<file path="src/rtl/muldiv_pkg.sv">
// muldiv_pkg: shared op encodings, FSM state enum and sizes for the mul/div unit
package muldiv_pkg;
  localparam int MD_WIDTH = 32;
  localparam int MD_CNT_W = 5;
  localparam logic [2:0] MD_MULT  = 3'b000;
  localparam logic [2:0] MD_MULTU = 3'b001;
  localparam logic [2:0] MD_DIV   = 3'b010;
  localparam logic [2:0] MD_DIVU  = 3'b011;
  localparam logic [2:0] MD_MTHI  = 3'b100;
  localparam logic [2:0] MD_MTLO  = 3'b101;
  typedef enum logic [1:0] {S_IDLE, S_CALC, S_FIX} md_state_e;
endpackage

</file>
<file path="src/rtl/muldiv_if.sv">
// muldiv_if: EX-stage request/response bundle between the pipeline and the mul/div unit
interface muldiv_if #(parameter int WIDTH = 32);
  logic             start;
  logic [2:0]       op;
  logic [WIDTH-1:0] a;
  logic [WIDTH-1:0] b;
  logic             mf_read;
  logic             flush;
  logic             busy;
  logic             stall;
  logic             done;
  logic [WIDTH-1:0] hi;
  logic [WIDTH-1:0] lo;
  modport master (output start, op, a, b, mf_read, flush, input busy, stall, done, hi, lo);
  modport slave  (input start, op, a, b, mf_read, flush, output busy, stall, done, hi, lo);
endinterface

</file>
<file path="src/rtl/muldiv_step.sv">
// muldiv_step: one radix-2 iteration, add-shift for multiply or restoring subtract-shift for divide
module muldiv_step #(parameter int WIDTH = 32) (
  input  logic               is_div,
  input  logic [2*WIDTH-1:0] acc,
  input  logic [WIDTH-1:0]   opnd,
  output logic [2*WIDTH-1:0] acc_next
);
  logic [WIDTH:0]   sum;
  logic [WIDTH:0]   rem_sh;
  logic [WIDTH-1:0] diff;
  logic             ge;
  // multiply keeps {partial product, remaining multiplier}; divide keeps {remainder, quotient}
  always_comb begin
    sum      = {1'b0, acc[2*WIDTH-1:WIDTH]} + (acc[0] ? {1'b0, opnd} : '0);
    rem_sh   = acc[2*WIDTH-1:WIDTH-1];
    ge       = rem_sh >= {1'b0, opnd};
    diff     = rem_sh[WIDTH-1:0] - opnd;
    acc_next = is_div ? {ge ? diff : rem_sh[WIDTH-1:0], acc[WIDTH-2:0], ge}
                      : {sum, acc[WIDTH-1:1]};
  end
endmodule

</file>
<file path="src/rtl/muldiv_ctrl.sv">
// muldiv_ctrl: iterative MULT/MULTU/DIV/DIVU sequencer owning HI/LO; MULDIV_SIGNED_EN enables signed ops and the FIX state
module muldiv_ctrl
  import muldiv_pkg::*;
#(parameter int WIDTH = MD_WIDTH) (
  input logic     clk,
  input logic     reset,
  muldiv_if.slave bus
);
`ifdef MULDIV_SIGNED_EN
  localparam bit SGN = 1'b1;
`else
  localparam bit SGN = 1'b0;
`endif
  localparam logic [1:0] IDLE = S_IDLE;
  localparam logic [1:0] CALC = S_CALC;
  localparam logic [1:0] FIX  = S_FIX;
  logic [1:0]          state;
  logic [MD_CNT_W-1:0] cnt;
  logic [2*WIDTH-1:0]  acc, acc_next, r, prod;
  logic [WIDTH-1:0]    opnd, a_raw, abs_a, abs_b, q, rm, new_hi, new_lo;
  logic                is_div, neg_q, neg_r, dz, done;
  logic [WIDTH-1:0]    hi, lo;
  logic                accept, is_md, is_mth, is_mtl, op_div, sgn_op, fin, wr;
  muldiv_step #(.WIDTH(WIDTH)) u_step (.is_div(is_div), .acc(acc), .opnd(opnd), .acc_next(acc_next));
  // request decode, operand magnitudes and result sign correction
  always_comb begin
    accept = (state == IDLE) & bus.start & ~bus.flush;
    is_md  = accept & (bus.op == MD_MULT | bus.op == MD_MULTU | bus.op == MD_DIV | bus.op == MD_DIVU);
    is_mth = accept & (bus.op == MD_MTHI);
    is_mtl = accept & (bus.op == MD_MTLO);
    op_div = bus.op == MD_DIV | bus.op == MD_DIVU;
    sgn_op = SGN & (bus.op == MD_MULT | bus.op == MD_DIV);
    abs_a  = (sgn_op & bus.a[WIDTH-1]) ? -bus.a : bus.a;
    abs_b  = (sgn_op & bus.b[WIDTH-1]) ? -bus.b : bus.b;
    fin    = SGN ? state == FIX : (state == CALC & cnt == 0);
    wr     = fin & ~bus.flush;
    r      = SGN ? acc : acc_next;
    prod   = neg_q ? -r : r;
    q      = neg_q ? -r[WIDTH-1:0] : r[WIDTH-1:0];
    rm     = neg_r ? -r[2*WIDTH-1:WIDTH] : r[2*WIDTH-1:WIDTH];
    new_hi = is_div ? (dz ? a_raw : rm) : prod[2*WIDTH-1:WIDTH];
    new_lo = is_div ? (dz ? '1 : q) : prod[WIDTH-1:0];
  end
  // FSM, iteration datapath and architectural HI/LO
  always_ff @(posedge clk or posedge reset) begin
    if (reset) begin
      state  <= IDLE;
      cnt    <= '0;
      acc    <= '0;
      opnd   <= '0;
      a_raw  <= '0;
      is_div <= 1'b0;
      neg_q  <= 1'b0;
      neg_r  <= 1'b0;
      dz     <= 1'b0;
      done   <= 1'b0;
      hi     <= '0;
      lo     <= '0;
    end else begin
      done <= wr;
      if (state != IDLE && bus.flush) begin
        state <= IDLE;
      end else if (is_md) begin
        state  <= CALC;
        cnt    <= MD_CNT_W'(WIDTH - 1);
        acc    <= {{WIDTH{1'b0}}, op_div ? abs_a : abs_b};
        opnd   <= op_div ? abs_b : abs_a;
        a_raw  <= bus.a;
        is_div <= op_div;
        neg_q  <= sgn_op & (bus.a[WIDTH-1] ^ bus.b[WIDTH-1]);
        neg_r  <= sgn_op & bus.a[WIDTH-1];
        dz     <= op_div & (bus.b == '0);
      end else if (state == CALC) begin
        acc   <= acc_next;
        cnt   <= (cnt == 0) ? cnt : cnt - 1'b1;
        state <= (cnt == 0) ? (SGN ? FIX : IDLE) : CALC;
      end else if (state == FIX) begin
        state <= IDLE;
      end
      if (wr) begin
        hi <= new_hi;
        lo <= new_lo;
      end
      if (is_mth) hi <= bus.a;
      if (is_mtl) lo <= bus.a;
    end
  end
  assign bus.busy  = state != IDLE;
  assign bus.stall = (state != IDLE) & (bus.start | bus.mf_read);
  assign bus.done  = done;
  assign bus.hi    = hi;
  assign bus.lo    = lo;
endmodule

</file>
<file path="src/flat_wrapper.sv">
// flat-port wrapper written by rule: the top's interface ports become plain ports
module muldiv_ctrl_flat import muldiv_pkg::*;
#(parameter int WIDTH = MD_WIDTH)
  (clk, reset, bus_start, bus_op, bus_a, bus_b, bus_mf_read, bus_flush, bus_busy, bus_stall, bus_done, bus_hi, bus_lo);
  muldiv_if #(.WIDTH(WIDTH)) bus_i ();
  input logic clk;
  input logic reset;
  input wire logic [$bits(bus_i.start)-1:0] bus_start;
  input wire logic [$bits(bus_i.op)-1:0] bus_op;
  input wire logic [$bits(bus_i.a)-1:0] bus_a;
  input wire logic [$bits(bus_i.b)-1:0] bus_b;
  input wire logic [$bits(bus_i.mf_read)-1:0] bus_mf_read;
  input wire logic [$bits(bus_i.flush)-1:0] bus_flush;
  output wire logic [$bits(bus_i.busy)-1:0] bus_busy;
  output wire logic [$bits(bus_i.stall)-1:0] bus_stall;
  output wire logic [$bits(bus_i.done)-1:0] bus_done;
  output wire logic [$bits(bus_i.hi)-1:0] bus_hi;
  output wire logic [$bits(bus_i.lo)-1:0] bus_lo;
  assign bus_i.start = bus_start;
  assign bus_i.op = bus_op;
  assign bus_i.a = bus_a;
  assign bus_i.b = bus_b;
  assign bus_i.mf_read = bus_mf_read;
  assign bus_i.flush = bus_flush;
  assign bus_busy = bus_i.busy;
  assign bus_stall = bus_i.stall;
  assign bus_done = bus_i.done;
  assign bus_hi = bus_i.hi;
  assign bus_lo = bus_i.lo;
  muldiv_ctrl #(.WIDTH(WIDTH)) u_core (.clk(clk), .reset(reset), .bus(bus_i));
endmodule
</file>
<file path="config.mk">
export PLATFORM = sky130hd
export DESIGN_NAME = muldiv_ctrl_flat
export DESIGN_NICKNAME = d
export VERILOG_FILES = /design/src/rtl/muldiv_pkg.sv /design/src/rtl/muldiv_if.sv /design/src/rtl/muldiv_step.sv /design/src/rtl/muldiv_ctrl.sv /design/src/flat_wrapper.sv
export SDC_FILE = /design/constraint.sdc
export NUM_CORES = 1
export LEC_CHECK = 0
export ABC_AREA = 1
export CORE_UTILIZATION = 40
export DETAILED_ROUTE_END_ITERATION = 10
export SLEW_MARGIN = 40
export SYNTH_ARGS = -nofsm -noshare
export SYNTH_HDL_FRONTEND = slang
export SYNTH_SLANG_ARGS = --single-unit
</file>
<file path="constraint.sdc">
create_clock -name clk -period 16.45 [get_ports clk]
set_clock_uncertainty 0.05 [all_clocks]
set_input_delay 1.645 -clock clk [delete_from_list [all_inputs] [get_ports clk]]
set_output_delay 1.645 -clock clk [all_outputs]
set_load 0.02 [all_outputs]
</file>
[Word-level counts from Yosys, hierarchy flattened]
Cells that the tools add are included.
Operators by class
  reductions and logical operators: 13
  equality and inequality tests: 8
  $lt $le $gt $ge: 1
  mux-type cells: 23
  bitwise gates (word level): 16
  add/sub/neg operators: 3
Operators with widths (count)
  $mux W32: 12
  $mux W64: 3
  $add A32 B33 Y33: 1
  $ge A33 B32 Y1: 1
  $logic_not A32 Y1: 1
  $sub A32 B32 Y32: 1
  $mux W5: 3
  $and A1 B1 Y1: 9
  $mux W2: 4
  $reduce_bool A2 Y1: 4
  $eq A3 B2 Y1 const B: 2
  $eq A3 B3 Y1 const B: 2
  $logic_not A5 Y1: 1
  $or A1 B1 Y1: 5
  $sub A5 B1 Y5 const B: 1
  $reduce_and A2 Y1: 2
  $reduce_bool A4 Y1: 1
  $eq A3 B1 Y1 const B: 1
  $logic_not A3 Y1: 1
  $reduce_and A3 Y1: 1
  $eq A2 B1 Y1 const B: 1
  $eq A2 B2 Y1 const B: 1
  $logic_not A2 Y1: 1
  $ne A2 B1 Y1 const B: 1
  3 further kinds: 4
Storage, ports and cells
  output and inout port bits: 67
  register bits after elaboration: 202
  bits of input ports: 72

[Depth between registers and ports, before layout]
  depth after elaboration: 7
  depth in mapped cells: 21

[By module]
From an unflattened synthesis, not the netlist that was laid out.
Unflattened totals
  cells, all modules: 2706
  area total of the unflattened synthesis: 16550.9 µm²
Modules (own cells, without submodules)
  muldiv_ctrl: area each 10337.4 µm², cells an instance 1422, times used 1
  muldiv_step: area each 6213.5 µm², cells an instance 1284, times used 1

[Worst setup path before layout]
OpenSTA, ideal clock, no wires.
  path kind: input -> output
  start point: input bus_start
  end point: output bus_stall
  data required time: 14.755 ns
  setup slack: 12.804 ns
  stages: 2
  arrival: 1.951 ns
  buffers on the path: 0
  cell sequence: nor2_1 nor2_1
On the way
  longest elaborated chain between the ends: 2
RTL lines
  from (decl): RTL line flat_wrapper.sv:8  | input wire logic [$bits(bus_i.start)-1:0] bus_start;
  $or A1 B1 Y1: RTL line muldiv_ctrl.sv:89  | assign bus.stall = (state != IDLE) & (bus.start | bus.mf_read);
  $and A1 B1 Y1: RTL line muldiv_ctrl.sv:89
  to (decl): RTL line flat_wrapper.sv:15  | output wire logic [$bits(bus_i.stall)-1:0] bus_stall;
Every way passes these cells.

[Worst setup path after layout]
  start point: input bus_flush
  end point: register u_core.acc[10]
On the way
  longest elaborated chain between the ends: 5
RTL lines
  from (decl): RTL line flat_wrapper.sv:13  | input wire logic [$bits(bus_i.flush)-1:0] bus_flush;
  $not A1 Y1: RTL line muldiv_ctrl.sv:27  | accept = (state == IDLE) & bus.start & ~bus.flush;
  $and A1 B1 Y1: RTL line muldiv_ctrl.sv:27
  $and A1 B1 Y1: RTL line muldiv_ctrl.sv:28  | is_md = accept & (bus.op == MD_MULT | bus.op == MD_MULTU | bus.op == MD_DIV | bus.op == MD_DIVU);
  $reduce_bool A2 Y1 (no source line)
  $reduce_and A2 Y1 (no source line)
  to (signal assigned): RTL line muldiv_ctrl.sv:66  | acc <= {{WIDTH{1'b0}}, op_div ? abs_a : abs_b};
  to (signal assigned): RTL line muldiv_ctrl.sv:74  | acc <= acc_next;
  to (decl): RTL line muldiv_ctrl.sv:19  | logic [2*WIDTH-1:0] acc, acc_next, r, prod;
Parallel ways exist; a longest one is shown, timed or not.
A chain may end at the register's enable or synchronous reset.

==> flow_metrics.tcl <==
set metrics [dict create \
    finalSetupTns_ns 0 \
    die_area_sq_um 39460 \
    cts_hold_buf 0 \
    postCtsSetupRepairBufs 0 \
    syn_area_sq_um 15470 \
    drtIter0Drc 1344 \
    die_w_um 198.6 \
    timing.fmax_ghz 0.2182 \
    reg2reg_to "u_core.bus.hi[12]$_DFFE_PP0P_" \
    drc 0 \
    grt_start_max_net_pins 130 \
    htree_levels 1 \
    power.density_nw_per_um2 198.4 \
    cap_viol_max_count 0 \
    fin_area_sq_um 18040 \
    ys_async_sr_fraction 1.000 \
    start_kind "input pin" \
    fp-row-count 71 \
    area_growth_pct 16.66 \
    via_per_inst 5.415 \
    layout_min_cycle_time_ns 4.583 \
    hp-class "reg -> reg" \
    setup_violations 0 \
    routabilityCongestion 0.9403 \
    wirelength_um 61870 \
    cts_resized 0 \
    grt_pass1_wl_um 93340 \
    cts.sinks 201 \
    slew_viol_final 0 \
    die_y_um 198.6 \
    cts_made_buffers 22 \
    fin_nets 2633 \
    track_usage 0.3133 \
    ioPinCount 139 \
    grt_overflow_total 0 \
    synth_edf_count 0 \
    ant_nets 0 \
    cts_tree "built" \
    syn_avg_cell_area_sq_um 6.426 \
    fin_crit_sh 0.2786 \
    syn-num-nets 2547 \
    port_buffers 138 \
    rrSetupSlack_ns 12.99 \
    ys_seq_area_frac 0.3252 \
    reg2reg_depth 17 \
    p_leak_uw 0.009794 \
    core_sq_um 37840 \
    rsz0062_at_grt "false" \
    cp_max_fo 60 \
    ir_worst_vdd_v 0.00009439 \
    placed_cell_area_sq_um 17270 \
    grt_antenna_before_repair 0 \
    critical_path_required_ns 16.75 \
    cts.clk_slew.worst_paths_ns 0.06 \
    place_hpwl_um 47600 \
    clk_latency_ns 0.51 \
    max_slew.worst_pin.slew_ns 0.8611 \
    final-hold-violation-count 0 \
    drt-pass1-iter-count 6 \
    synth-seq-cells 201 \
    synthFlopType "dfrtp_1" \
    antenna_cells 0 \
    r2r_start "u_core.opnd[6]$_DFFE_PP0P_" \
    yosysUniqueCellTypes 45 \
    hold_start "u_core.bus.hi[2]$_DFFE_PP0P_" \
    holdPathEnd "u_core.bus.hi[2]$_DFFE_PP0P_" \
    grt_pass1_vias 15640 \
    clk_path_buf_depth 3 \
    relSlewSlack 0.4245 \
    synth_cells 2407 \
    initial_core_util 0.4087 \
    vias 16350 \
    path_class "in -> reg" \
    worst_ep_arrival_time_ns 4.89 \
    cts_root_buf "clkbuf_16" \
    min_path_cells 2 \
    status "completed" \
    critPathCaptureType "register" \
    yosysWarnings 0 \
    layout-drive-gt1-share 0.03786 \
    wire_per_inst_um 20.49 \
]
layout by cell type (no fill, tap or decap), drive strengths merged:
cell / count
a211oi: 2
a21o: 3
a21oi: 77
a221oi: 1
a31oi: 18
and2: 7
buf: 20
bufinv: 1
clkbuf: 36
clkdlybuf4s50: 138
clkinv: 6
dfrtp: 201
fa: 2
ha: 66
inv: 401
mux2i: 1
nand2: 815
nand3: 153
nand3b: 5
nand4: 52
nor2: 137
nor3: 17
nor3b: 1
nor4: 10
o211ai: 29
o21a: 1
o21ai: 169
o21bai: 24
o221ai: 31
o22ai: 63
o41ai: 1
or2: 1
xnor2: 1
xor2: 19
kinds of logic after synthesis:
group / share of synthesized area
and+or+nand+nor: 0.3224
buffers and inverters: 0.1243
AOI/OAI and AO/OA: 0.1602
DFF: 0.3252
adders and majority gates: 0.05598
xor gates and xnor gates: 0.01133
muxes: 0.0006472
worst max-delay path: stages:
cell and delay, ns:
clkdlybuf4s50_1 0.48, nor3_1 0.46, inv_2 0.16, nor2_4 0.11
buf_4 0.53, inv_2 0.07, nand2_1 0.65, inv_4 0.46
nand2_1 0.16, o221ai_1 0.12
per-stage QoR:
stage	cells	power, uW	util	hold slack (ns)	setup WS (ns)
4_1_cts	3020	3571	0.4768	0.4308	11.88
5_1_grt	3020	3863	0.4768	0.4452	11.69
2_1_floorplan	2407	2273	-	0.3922	9.273
3_5_place_dp	2980	3032	0.4565	0.4145	11.44
6_report	3020	3580	0.4768	0.4252	11.87
3_3_place_gp	2979	3020	0.4556	0.4107	10.95
flip-flops by register name (all words and copies together) (netlist names):
name             flops
u_core.a_raw        32
u_core.acc          64
u_core.bus.done      1
u_core.bus.hi       32
u_core.bus.lo       32
u_core.cnt           5
u_core.dz            1
u_core.is_div        1
u_core.opnd         32
u_core.state         1
layout make-up:
cell class / instances / area [sq um]
Clock buffer: 36 / 724.4
Clock inverter: 4 / 45.04
Fill cell: 4017 / 19800
Inverter: 404 / 1533
Multi-Input combinational cell: 1706 / 8522
Sequential cell: 201 / 5034
Tap cell: 511 / 639.4
Timing Repair Buffer: 158 / 1548
power breakdown:
part / switching, uW / leakage (uW) / internal (uW)
registers: 187 / 0.00250 / 715
clock network: 211 / 0.000385 / 316
logic: 1440 / 0.00691 / 714
worst max-delay path by stage:
stage / start / end / slack [ns] / cells past startpoint
global route: bus_flush / u_core.acc[7]$_DFFE_PP0P_ / 11.69 / 10
finish: bus_flush / u_core.acc[10]$_DFFE_PP0P_ / 11.87 / 10
floorplan: reset / u_core.a_raw[0]$_DFFE_PP0P_ / 9.27 / 1
CTS: bus_start / bus_stall / 11.88 / 4
global placement: bus_flush / u_core.acc[0]$_DFFE_PP0P_ / 10.95 / 8
detailed placement: bus_flush / u_core.acc[2]$_DFFE_PP0P_ / 11.44 / 10
synthesized netlist by cell type (31+ instances only):
master    count  area [sq um]
nand3_1     152         760.7
o21ai_0     150         750.7
a21oi_1      77         385.4
nand2_1     811          3044
clkbuf_1     61         229.0
dfrtp_1     201          5030
ha_1         66         825.8
nand4_1      52         325.3
inv_1       385          1445
nor2_1      130         488.0
o22ai_1      63         394.1
o221ai_1     31         271.5
metal layers:
metal / wire [um] / global-route usage
met2: 28540 / 0.5118
met3: 3227 / 0.03357
met4: 2942 / 0.1342
met5: 0 / 0
met1: 27170 / 0.4190
(Power assumes the default switching activity.)
